<file path="src/rtl/adder32_arb_pkg.sv">
// Shared types and constants for the adder32 round-robin arbiter.
// Included by the arbiter top and the adder datapath.
package adder32_arb_pkg;

   localparam int DATA_W  = 32;
   localparam int MAX_REQ = 8;

   typedef enum logic [1:0] {
      ST_IDLE,
      ST_EXEC,
      ST_RESP
   } arb_state_t;

endpackage

</file>
<file path="src/rtl/adder32.sv">
// Shared 32-bit unsigned adder datapath with carry out of bit 31.
module adder32
   import adder32_arb_pkg::*;
(
   input  logic [DATA_W-1:0] a,
   input  logic [DATA_W-1:0] b,
   output logic [DATA_W-1:0] sum,
   output logic              carry_out
);

   assign {carry_out, sum} = {1'b0, a} + {1'b0, b};

endmodule

</file>
<file path="src/rtl/adder32_arbiter.sv">
// Round-robin arbiter sharing one adder32 among NUM_REQ requesters.
// Optional signed-overflow output enabled by defining ADDER32_ARB_OVF_EN.
module adder32_arbiter
   import adder32_arb_pkg::*;
#(
   parameter int NUM_REQ = 4,
   parameter int ID_W    = $clog2(NUM_REQ)
)
(
   input  logic                      clk,
   input  logic                      rst_n,
   input  logic [NUM_REQ-1:0]        req_valid,
   output logic [NUM_REQ-1:0]        req_ready,
   input  logic [NUM_REQ*DATA_W-1:0] req_a,
   input  logic [NUM_REQ*DATA_W-1:0] req_b,
   output logic                      rsp_valid,
   input  logic                      rsp_ready,
   output logic [ID_W-1:0]           rsp_id,
   output logic [DATA_W-1:0]         rsp_sum,
   output logic                      rsp_carry
`ifdef ADDER32_ARB_OVF_EN
   ,
   output logic                      rsp_ovf
`endif
);

   arb_state_t state_reg;
   arb_state_t state_next;

   logic [ID_W-1:0]   last_gnt_reg;
   logic [ID_W-1:0]   id_reg;
   logic [DATA_W-1:0] op_a_reg;
   logic [DATA_W-1:0] op_b_reg;
   logic [ID_W-1:0]   rsp_id_reg;
   logic [DATA_W-1:0] rsp_sum_reg;
   logic              rsp_carry_reg;

   logic [DATA_W-1:0] a_lanes [NUM_REQ];
   logic [DATA_W-1:0] b_lanes [NUM_REQ];

   logic              any_valid;
   logic [ID_W-1:0]   winner;
   logic [ID_W:0]     cand_sum;
   logic [ID_W-1:0]   cand;
   logic [NUM_REQ-1:0] grant_onehot;

   logic [DATA_W-1:0] add_sum;
   logic              add_carry;

   genvar gi;
   generate
      for (gi = 0; gi < NUM_REQ; gi++) begin : g_lanes
         assign a_lanes[gi] = req_a[gi*DATA_W +: DATA_W];
         assign b_lanes[gi] = req_b[gi*DATA_W +: DATA_W];
      end
   endgenerate

   // Scan from the farthest offset down so the nearest valid after last_gnt wins.
   always_comb begin
      any_valid = 1'b0;
      winner    = last_gnt_reg;
      cand_sum  = '0;
      cand      = '0;
      for (int k = NUM_REQ; k >= 1; k--) begin
         cand_sum = {1'b0, last_gnt_reg} + (ID_W+1)'(k);
         if (cand_sum >= (ID_W+1)'(NUM_REQ)) begin
            cand_sum = cand_sum - (ID_W+1)'(NUM_REQ);
         end
         cand = cand_sum[ID_W-1:0];
         if (req_valid[cand]) begin
            any_valid = 1'b1;
            winner    = cand;
         end
      end
   end

   assign grant_onehot = NUM_REQ'(1) << winner;

   adder32 u_adder32 (
      .a         (op_a_reg),
      .b         (op_b_reg),
      .sum       (add_sum),
      .carry_out (add_carry)
   );

   always_ff @(posedge clk or negedge rst_n) begin
      if (!rst_n) begin
         state_reg <= ST_IDLE;
      end else begin
         state_reg <= state_next;
      end
   end

   always_comb begin
      state_next = state_reg;
      case (state_reg)
         ST_IDLE: if (any_valid) state_next = ST_EXEC;
         ST_EXEC: state_next = ST_RESP;
         ST_RESP: if (rsp_ready) state_next = ST_IDLE;
         default: state_next = ST_IDLE;
      endcase
   end

   // Gating with rst_n keeps req_ready low while reset is held.
   always_comb begin
      req_ready = '0;
      rsp_valid = 1'b0;
      case (state_reg)
         ST_IDLE: if (any_valid && rst_n) req_ready = grant_onehot;
         ST_RESP: rsp_valid = 1'b1;
         default: ;
      endcase
   end

   always_ff @(posedge clk or negedge rst_n) begin
      if (!rst_n) begin
         last_gnt_reg  <= ID_W'(NUM_REQ - 1);
         id_reg        <= '0;
         op_a_reg      <= '0;
         op_b_reg      <= '0;
         rsp_id_reg    <= '0;
         rsp_sum_reg   <= '0;
         rsp_carry_reg <= 1'b0;
      end else begin
         if (state_reg == ST_IDLE && any_valid) begin
            op_a_reg     <= a_lanes[winner];
            op_b_reg     <= b_lanes[winner];
            id_reg       <= winner;
            last_gnt_reg <= winner;
         end
         if (state_reg == ST_EXEC) begin
            rsp_sum_reg   <= add_sum;
            rsp_carry_reg <= add_carry;
            rsp_id_reg    <= id_reg;
         end
      end
   end

`ifdef ADDER32_ARB_OVF_EN
   logic rsp_ovf_reg;

   always_ff @(posedge clk or negedge rst_n) begin
      if (!rst_n) begin
         rsp_ovf_reg <= 1'b0;
      end else if (state_reg == ST_EXEC) begin
         rsp_ovf_reg <= (op_a_reg[DATA_W-1] == op_b_reg[DATA_W-1]) &&
                        (add_sum[DATA_W-1] != op_a_reg[DATA_W-1]);
      end
   end

   assign rsp_ovf = rsp_ovf_reg;
`endif

   assign rsp_id    = rsp_id_reg;
   assign rsp_sum   = rsp_sum_reg;
   assign rsp_carry = rsp_carry_reg;

endmodule

</file>
<file path="config.mk">
export PLATFORM = sky130hd
export DESIGN_NAME = adder32_arbiter
export DESIGN_NICKNAME = d
export VERILOG_FILES = /design/src/rtl/adder32_arb_pkg.sv /design/src/rtl/adder32.sv /design/src/rtl/adder32_arbiter.sv
export SDC_FILE = /design/constraint.sdc
export NUM_CORES = 1
export LEC_CHECK = 0
export CAP_MARGIN = 5
export CORE_MARGIN = 5
export CORE_UTILIZATION = 25
export CTS_BUF_LIST = sky130_fd_sc_hd__clkbuf_8
export DETAILED_ROUTE_END_ITERATION = 16
export GPL_TIMING_DRIVEN = 0
export PLACE_DENSITY = 0.63
export SETUP_SLACK_MARGIN = 0.5
export SKIP_LAST_GASP = 1
export SLEW_MARGIN = 20
export SYNTH_ARGS = -nofsm -noshare
export SYNTH_HDL_FRONTEND = slang
export SYNTH_SLANG_ARGS = --single-unit
</file>
<file path="constraint.sdc">
create_clock -name clk -period 2.7 [get_ports clk]
set_input_delay 0.54 -clock clk [delete_from_list [all_inputs] [get_ports clk]]
set_output_delay 0.54 -clock clk [all_outputs]
set_load 0.02 [all_outputs]
</file>
==> run_results.csv, run 1 <==
group,metric,value,unit
outcome,status,"finished, violations left",
outcome,violations,"negative setup slack",
sta,setup_ws,-0.0805,ns
sta,skew,0.0123,ns
synth,yosysSeqAreaShare,34.1,%
worst_setup_path,path_max_fanout,3,
floorplan,core,30500,um^2
power,p_sw,8.53,mW
sta,hold_viol,0,
detailed_routing,drt_pass1_iterations,5,
cts,cts_sinks,105,
detailed_routing,highest-signal-layer,"met4",
worst_setup_path,path_class,"reg -> reg",
worst_setup_path,slowest_delay,0.45,ns
synth,synth_area_leader_cell,"dfrtp_1",
cts,numCtsBuffers,9,
synth,synth_cells,929,
global_route,grt_pass1_vias,8629,
cells_and_area,drive_gt1_share,25.6,%
synth,synth_area_leaders,"dfrtp_1, mux2_2, mux2i_1",
run,cap_violations,0,
worst_setup_path,rr_endpoint,"rsp_sum[22]$_DFFE_PN0N_",
cts,clockBufferDepth,2,
worst_setup_path,crit_path_end_kind,"register",
placed_design,finalWeightedCongestion,0.921,
worst_setup_path,critPathArrivalTime,3.07,ns
floorplan,die_h,186,um
cells_and_area,num_antenna_cells,0,
global_route,grt_first_pass_wirelength,49.7,mm
cts,clkSlewWorstSetupHoldPaths,0.11,ns
sta,rsz0062_at_grt,"yes",
synth,synth-seq-cells,105,
synth,synth_edf_count,0,
worst_setup_path,start_kind,"register",
synth,synth_top_cell_area_share,33.4,%
detailed_routing,wl_met3,1.66,mm
detailed_routing,wl_met2,17.0,mm
cts,cts_tree,"yes",
detailed_routing,wl_per_cell,19.8,um
synth,synth_cell_type_count,56,
cts,h-tree-depth,3,
sta,whs,0.120,ns
detailed_routing,antenna_left,0,
power,powerDensity,1290,nW/um^2
cts,cts-root-buf,"clkbuf_8",
floorplan,rows,64,
sta,fmax,0.360,GHz
worst_setup_path,cp-startpoint,"op_a_reg[0]$_DFFE_PN0P_",
detailed_routing,vias,8447,
cells_and_area,finish.net_count,1607,
floorplan,start_util,25.3,%
synth,synthesis.nets,1225,
power,ir_worst_vdd,0.452,mV
sta,slew_viol_final,0,
global_route,grt_use_total,18.8,%
placed_design,portBuffers,302,
synth,ys_warn_count,0,
detailed_routing,drc,0,
cells_and_area,layout_common_cells,"clkdlybuf4s50_1, nand2_1, dfrtp_1",
worst_setup_path,crit_slowest_cell,"dfrtp_1",
power,clkPwrFrac,5.3,%
placed_design,dp_hpwl,26.1,mm
detailed_routing,m1WireLength,14.5,mm
global_route,antenna_found_initial,0,
synth,synthArstFlopShare,100,%
floorplan,dieWidth,186,um
sta,setup_violations,9,
synth,synthFlopType,"dfrtp_1",
sta,slew_headroom,45.8,%
power,p_seq_share,16.5,%
power,power.internal,9.34,mW
synth,syn_area,7710,um^2
cts,clock_latency,0.40,ns
cells_and_area,areaGrowthSynthToFinish,80.0,%
power,switching_share,47.7,%
detailed_routing,wl,34.0,mm
sta,period_minus_slack,2.78,ns
detailed_routing,via_per_inst,4.93,
worst_setup_path,r2r_start,"op_a_reg[0]$_DFFE_PN0P_",
power,p_leak,5.82,nW
synth,avgSynthCellArea,8.30,um^2
worst_setup_path,path_cells,"ha_4 > fa_2 > a21oi_2 > nor2_2 > buf_4 > o311ai_4 > a31oi_4 > o31a_1 > a21oi_2 > nor4b_2 > a211o_1",
min_path,min_path_type,"in -> async",
global_route,grt-ovfl-total,0,
cells_and_area,fin_util,45.5,%
sta,timing.final.crit_share,103,%
cells_and_area,final_common_cell,"clkdlybuf4s50_1",
worst_setup_path,reg2regPathDepth,11,
sta,worst_slew_pin_slew,0.810,ns
worst_setup_path,crit_required,2.99,ns
global_route,grt_max_degree,80,
power,comb_power_share,78.2,%
floorplan,num_io_pins,303,
worst_setup_path,crit_top_cell,"a21oi_2",
worst_setup_path,ff2ff_setup_slack,-0.08,ns
floorplan,dieArea,34500,um^2
detailed_routing,drt_iter0_markers,416,
-- cell type report --
| cell class | count | area, um^2 |
|---|---|---|
| multi-input cells | 750 | 5950 |
| clock inverters | 7 | 55.1 |
| inverters | 12 | 50.0 |
| repair buffers | 371 | 3960 |
| clock buffers | 9 | 124 |
| plain buffers | 62 | 613 |
| well taps | 396 | 495 |
| fillers | 2827 | 16600 |
| flip-flops and latches | 105 | 2630 |
-- kinds of logic after synthesis --
family	synth area share [%]
XOR/XNOR	2.61
flip-flops	34.1
AO/OA/AOI/OAI	20.1
buffers and inverters	3.91
AND/OR/NAND/NOR	15.8
adder cells (fa/ha/maj)	5.45
multiplexers	18.0
-- synth_stat cells (7+ instances only) --
cell      instances
mux2_2           62
clkbuf_1         50
o21ai_0          97
nand3_1          18
nor2_1           96
buf_2             7
nand2b_1          7
a21oi_1         112
xnor2_1          17
dfrtp_1         103
ha_1             32
inv_1            11
mux2i_1          67
nand4_1           8
a21o_1           11
nand2_1         132
o21ai_1          15
-- routing by layer --
| layer | track usage, % | vias to the layer above |
|---|---|---|
| li1 | - | 4061 |
| met2 | 32.6 | 281 |
| met5 | 0 | - |
| met3 | 2.85 | 42 |
| met1 | 24.4 | 4063 |
| met4 | 5.33 | 0 |
-- worst max-delay path, delay by kind of cell, from the launching register on --
family                   cells  cell delay, ns
AO/OA/AOI/OAI                6            1.39
adder cells (fa/ha/maj)      2            0.56
flip-flops                   1            0.45
AND/OR/NAND/NOR              2            0.14
buffers and inverters        1            0.14
-- metrics by stage --
| stage | instance area, um^2 | TNS, ns | std cells | setup slack [ns] | total power [mW] |
|---|---|---|---|---|---|
| 6_report | 13900 | -0.416 | 1712 | -0.0805 | 17.9 |
| 2_1_floorplan | 7840 | 0 | 929 | 0.0409 | 9.27 |
| 3_5_place_dp | 11400 | -49.97 | 1628 | -1.25 | 12.7 |
| 3_3_place_gp | 11400 | -370.89 | 1627 | -4.20 | 12.5 |
| 4_1_cts | 13400 | -0.255 | 1704 | -0.104 | 16.8 |
| 5_1_grt | 13900 | -1.03 | 1712 | -0.180 | 19.0 |
-- worst max path at each step --
stage                                          to  slack [ns]
after global placement               req_ready[3]       -4.20
final                     rsp_sum[22]$_DFFE_PN0N_       -0.08
after global routing      rsp_sum[16]$_DFFE_PN0N_       -0.18
after floorplan           rsp_sum[16]$_DFFE_PN0N_        0.04
after CTS                 rsp_sum[16]$_DFFE_PN0N_       -0.10
after detailed placement             req_ready[2]       -1.25
-- power groups by stage --
stage	combinational, mW	sequential (mW)	clock [mW]
after floorplan	6.20	3.08	0
after global placement	9.62	2.92	0
after detailed placement	9.71	2.94	0
after CTS	12.9	2.94	0.961
after global routing	15.0	3.04	1.01
final	14.0	2.95	0.950
-- repair_timing --
action / 4_1_cts / 5_1_grt
buffers inserted: 48 / 7
pin swaps: 61 / 57
resized for setup: 311 / 121
setup endpoints to repair: 98 / 101
hold endpoints to repair: 7 / 0
hold buffers: 2 / 0
cloned: 10 / 1
Note: power is estimated with default switching activity, not from simulation.
==> inputs of run 2 (changes only) <==
--- a/config.mk
+++ b/config.mk
@@ -7,11 +7,12 @@
 export LEC_CHECK = 0
 export CAP_MARGIN = 5
 export CORE_MARGIN = 5
-export CORE_UTILIZATION = 25
+export CORE_UTILIZATION = 40
 export CTS_BUF_LIST = sky130_fd_sc_hd__clkbuf_8
 export DETAILED_ROUTE_END_ITERATION = 16
 export GPL_TIMING_DRIVEN = 0
-export PLACE_DENSITY = 0.63
+export HOLD_SLACK_MARGIN = 0.06
+export PLACE_DENSITY = 0.84
 export SETUP_SLACK_MARGIN = 0.5
 export SKIP_LAST_GASP = 1
 export SLEW_MARGIN = 20
==> constraint.sdc (replaced) <==
create_clock -name clk -period 2.91 [get_ports clk]
set_input_delay 0.582 -clock clk [delete_from_list [all_inputs] [get_ports clk]]
set_output_delay 0.582 -clock clk [all_outputs]
set_load 0.02 [all_outputs]
==> run_results.csv, run 2 (same netlist as run 1, synthesis figures left out) <==
group,metric,value,unit
worst_setup_path,start_kind,"register",
sta,timing.final.crit_share,97.9,%
placed_design,post-place-ws,-1.24,ns
cts,cts_hold_buf,0,
worst_setup_path,ff2ff_setup_slack,0.06,ns
global_route,grt_use_total,26.2,%
run,cap_violations,0,
detailed_routing,wl_per_cell,20.9,um
detailed_routing,antenna_left,0,
global_route,use_met2,44.1,%
cts,cts_tree,"yes",
sta,setup_tns,0,ns
cells_and_area,multiInputGateArea,5450,um^2
global_route,met3_usage,5.10,%
worst_setup_path,crit_path_end_kind,"register",
sta,setup_violations,0,
detailed_routing,via_per_inst,5.57,
detailed_routing,drt_pass1_iterations,6,
cells_and_area,final_common_cell,"clkdlybuf4s50_1",
sta,fmax,0.351,GHz
floorplan,start_util,41.0,%
cells_and_area,n_fill_cell,1439,
global_route,busiest_layer,"met2",
global_route,antenna_found_initial,2,
cells_and_area,areaGrowthSynthToFinish,65.6,%
sta,setup_ws,0.0621,ns
cells_and_area,num_antenna_cells,0,
global_route,grt_max_degree,62,
worst_setup_path,crit_slowest_cell,"dfrtp_1",
cts,cts-root-buf,"clkbuf_8",
placed_design,finalWeightedCongestion,0.975,
worst_setup_path,slowest_delay,0.44,ns
floorplan,rows,50,
floorplan,die_h,149,um
outcome,status,"complete, no violations",
worst_setup_path,path_max_fanout,2,
cts,clockBufferDepth,2,
detailed_routing,drt_iter0_markers,931,
worst_setup_path,critPathBufInv,0,
detailed_routing,vias,8718,
sta,worst_slew_pin_slew,0.600,ns
placed_design,portBuffers,302,
sta,hold_viol,0,
detailed_routing,drc,0,
sta,skew,0.0150,ns
power,powerDensity,1190,nW/um^2
cells_and_area,finish.net_count,1597,
worst_setup_path,critPathArrivalTime,3.13,ns
cells_and_area,ff_latch_area,2630,um^2
cts,numCtsBuffers,9,
sta,slew_viol_final,0,
floorplan,dieArea,22200,um^2
cells_and_area,fin_util,67.8,%
cells_and_area,layout_common_cells,"clkdlybuf4s50_1, nand2_1, dfrtp_1",
global_route,grt_pass1_vias,8446,
detailed_routing,wl,32.7,mm
worst_setup_path,path_cells,"ha_4 > fa_2 > a21oi_4 > nor2_2 > or3_4 > a21o_1 > a31o_4 > a2111oi_4 > mux2i_1 > nand3_1",
worst_setup_path,critPathTopFamily,"compound AO/OA/AOI/OAI gates",
cells_and_area,drive_gt1_share,22.6,%
power,ir_worst_vdd,0.463,mV
cts,clkSlewWorstSetupHoldPaths,0.10,ns
min_path,min_path_type,"in -> async",
global_route,use_met1,33.3,%
placed_design,dp_hpwl,23.9,mm
floorplan,dieWidth,149,um
power,p_leak,5.46,nW
sta,slew_headroom,59.6,%
cts,clock_latency,0.39,ns
worst_setup_path,path_class,"reg -> reg",
global_route,grt_first_pass_wirelength,44.9,mm
global_route,grt-ovfl-total,0,
floorplan,core,18800,um^2
sta,period_minus_slack,2.85,ns
cts,cts_sinks,105,
floorplan,num_io_pins,303,
sta,rsz0062_at_grt,"yes",
cts,h-tree-depth,3,
worst_setup_path,crit_required,3.19,ns
[run 2: cell count changes in the layout (fill, tap and decap cells not counted), sizes merged]
| cell | change |
|---|---|
| buf | -14 |
| clkinvlp | -3 |
| clkdlybuf4s50 | +1 |
| clkdlybuf4s15 | +1 |
| clkbuf | +11 |
| dlygate4sd3 | -2 |
| dlygate4sd2 | -4 |
[run 2: stage by stage]
step | area [um^2] | cells | hold slack, ns | power [mW]
global route | 12800 | 1566 | 0.138 | 16.1
floorplan | 7750 | 929 | 0.286 | 8.50
CTS | 11900 | 1541 | 0.114 | 13.3
global placement | 11100 | 1491 | 0.454 | 11.3
finish | 12800 | 1566 | 0.108 | 15.2
detailed placement | 11100 | 1492 | 0.462 | 11.4
[run 2: worst reg2reg max path, stage by stage, from the launching register on]
cell and delay [ns]:
dfrtp_1 0.44, ha_4 0.19, fa_2 0.42, a21oi_4 0.19, nor2_2 0.07, or3_4 0.33, a21o_1 0.20, a31o_4 0.24
a2111oi_4 0.36, mux2i_1 0.24, nand3_1 0.09
[run 2: area by class of cell]
cell class                      count  area share [%]
Multi-Input combinational cell    750            42.7
Timing Repair Buffer              361            28.6
Sequential cell                   105            20.6
Buffer                             62            3.73
Tap cell                          260            2.55
Clock buffer                       12            1.29
Inverter                           12           0.363
Clock inverter                      4           0.157
[run 2: path summary, 6_finish.rpt]
check	cells past startpoint	end	start
worst max-delay path	10	rsp_sum[16]$_DFFE_PN0N_	op_b_reg[0]$_DFFE_PN0P_
worst min-delay path	1	rsp_sum[5]$_DFFE_PN0N_	rst_n
worst max register to register	10	rsp_sum[16]$_DFFE_PN0N_	op_b_reg[0]$_DFFE_PN0P_
worst min register to register	2	rsp_id[0]$_DFFE_PN0N_	rsp_id[0]$_DFFE_PN0N_
max in group asynchronous	2	op_a_reg[20]$_DFFE_PN0P_	rst_n
min in group clk	2	rsp_id[0]$_DFFE_PN0N_	rsp_id[0]$_DFFE_PN0N_
[run 2: what timing repair did]
action                                  CTS  global route
pin swaps                                40            47
endpoints found under the setup margin   86            82
gates resized for setup                 118           166
setup buffers                            33            16
cloned                                    0             9
[run 2: routing by layer]
metal / wire length, um / vias up
met4: 1250 / 4
met5: 26 / -
met1: 12700 / 4098
met3: 2910 / 100
li1: - / 4030
met2: 15800 / 486
[run 2: power by group]
part | switching, mW | internal (mW) | total (mW)
sequential | 0.510 | 2.22 | 2.73
combinational | 6.42 | 5.20 | 11.6
clock | 0.510 | 0.375 | 0.885
total | 7.44 | 7.79 | 15.2
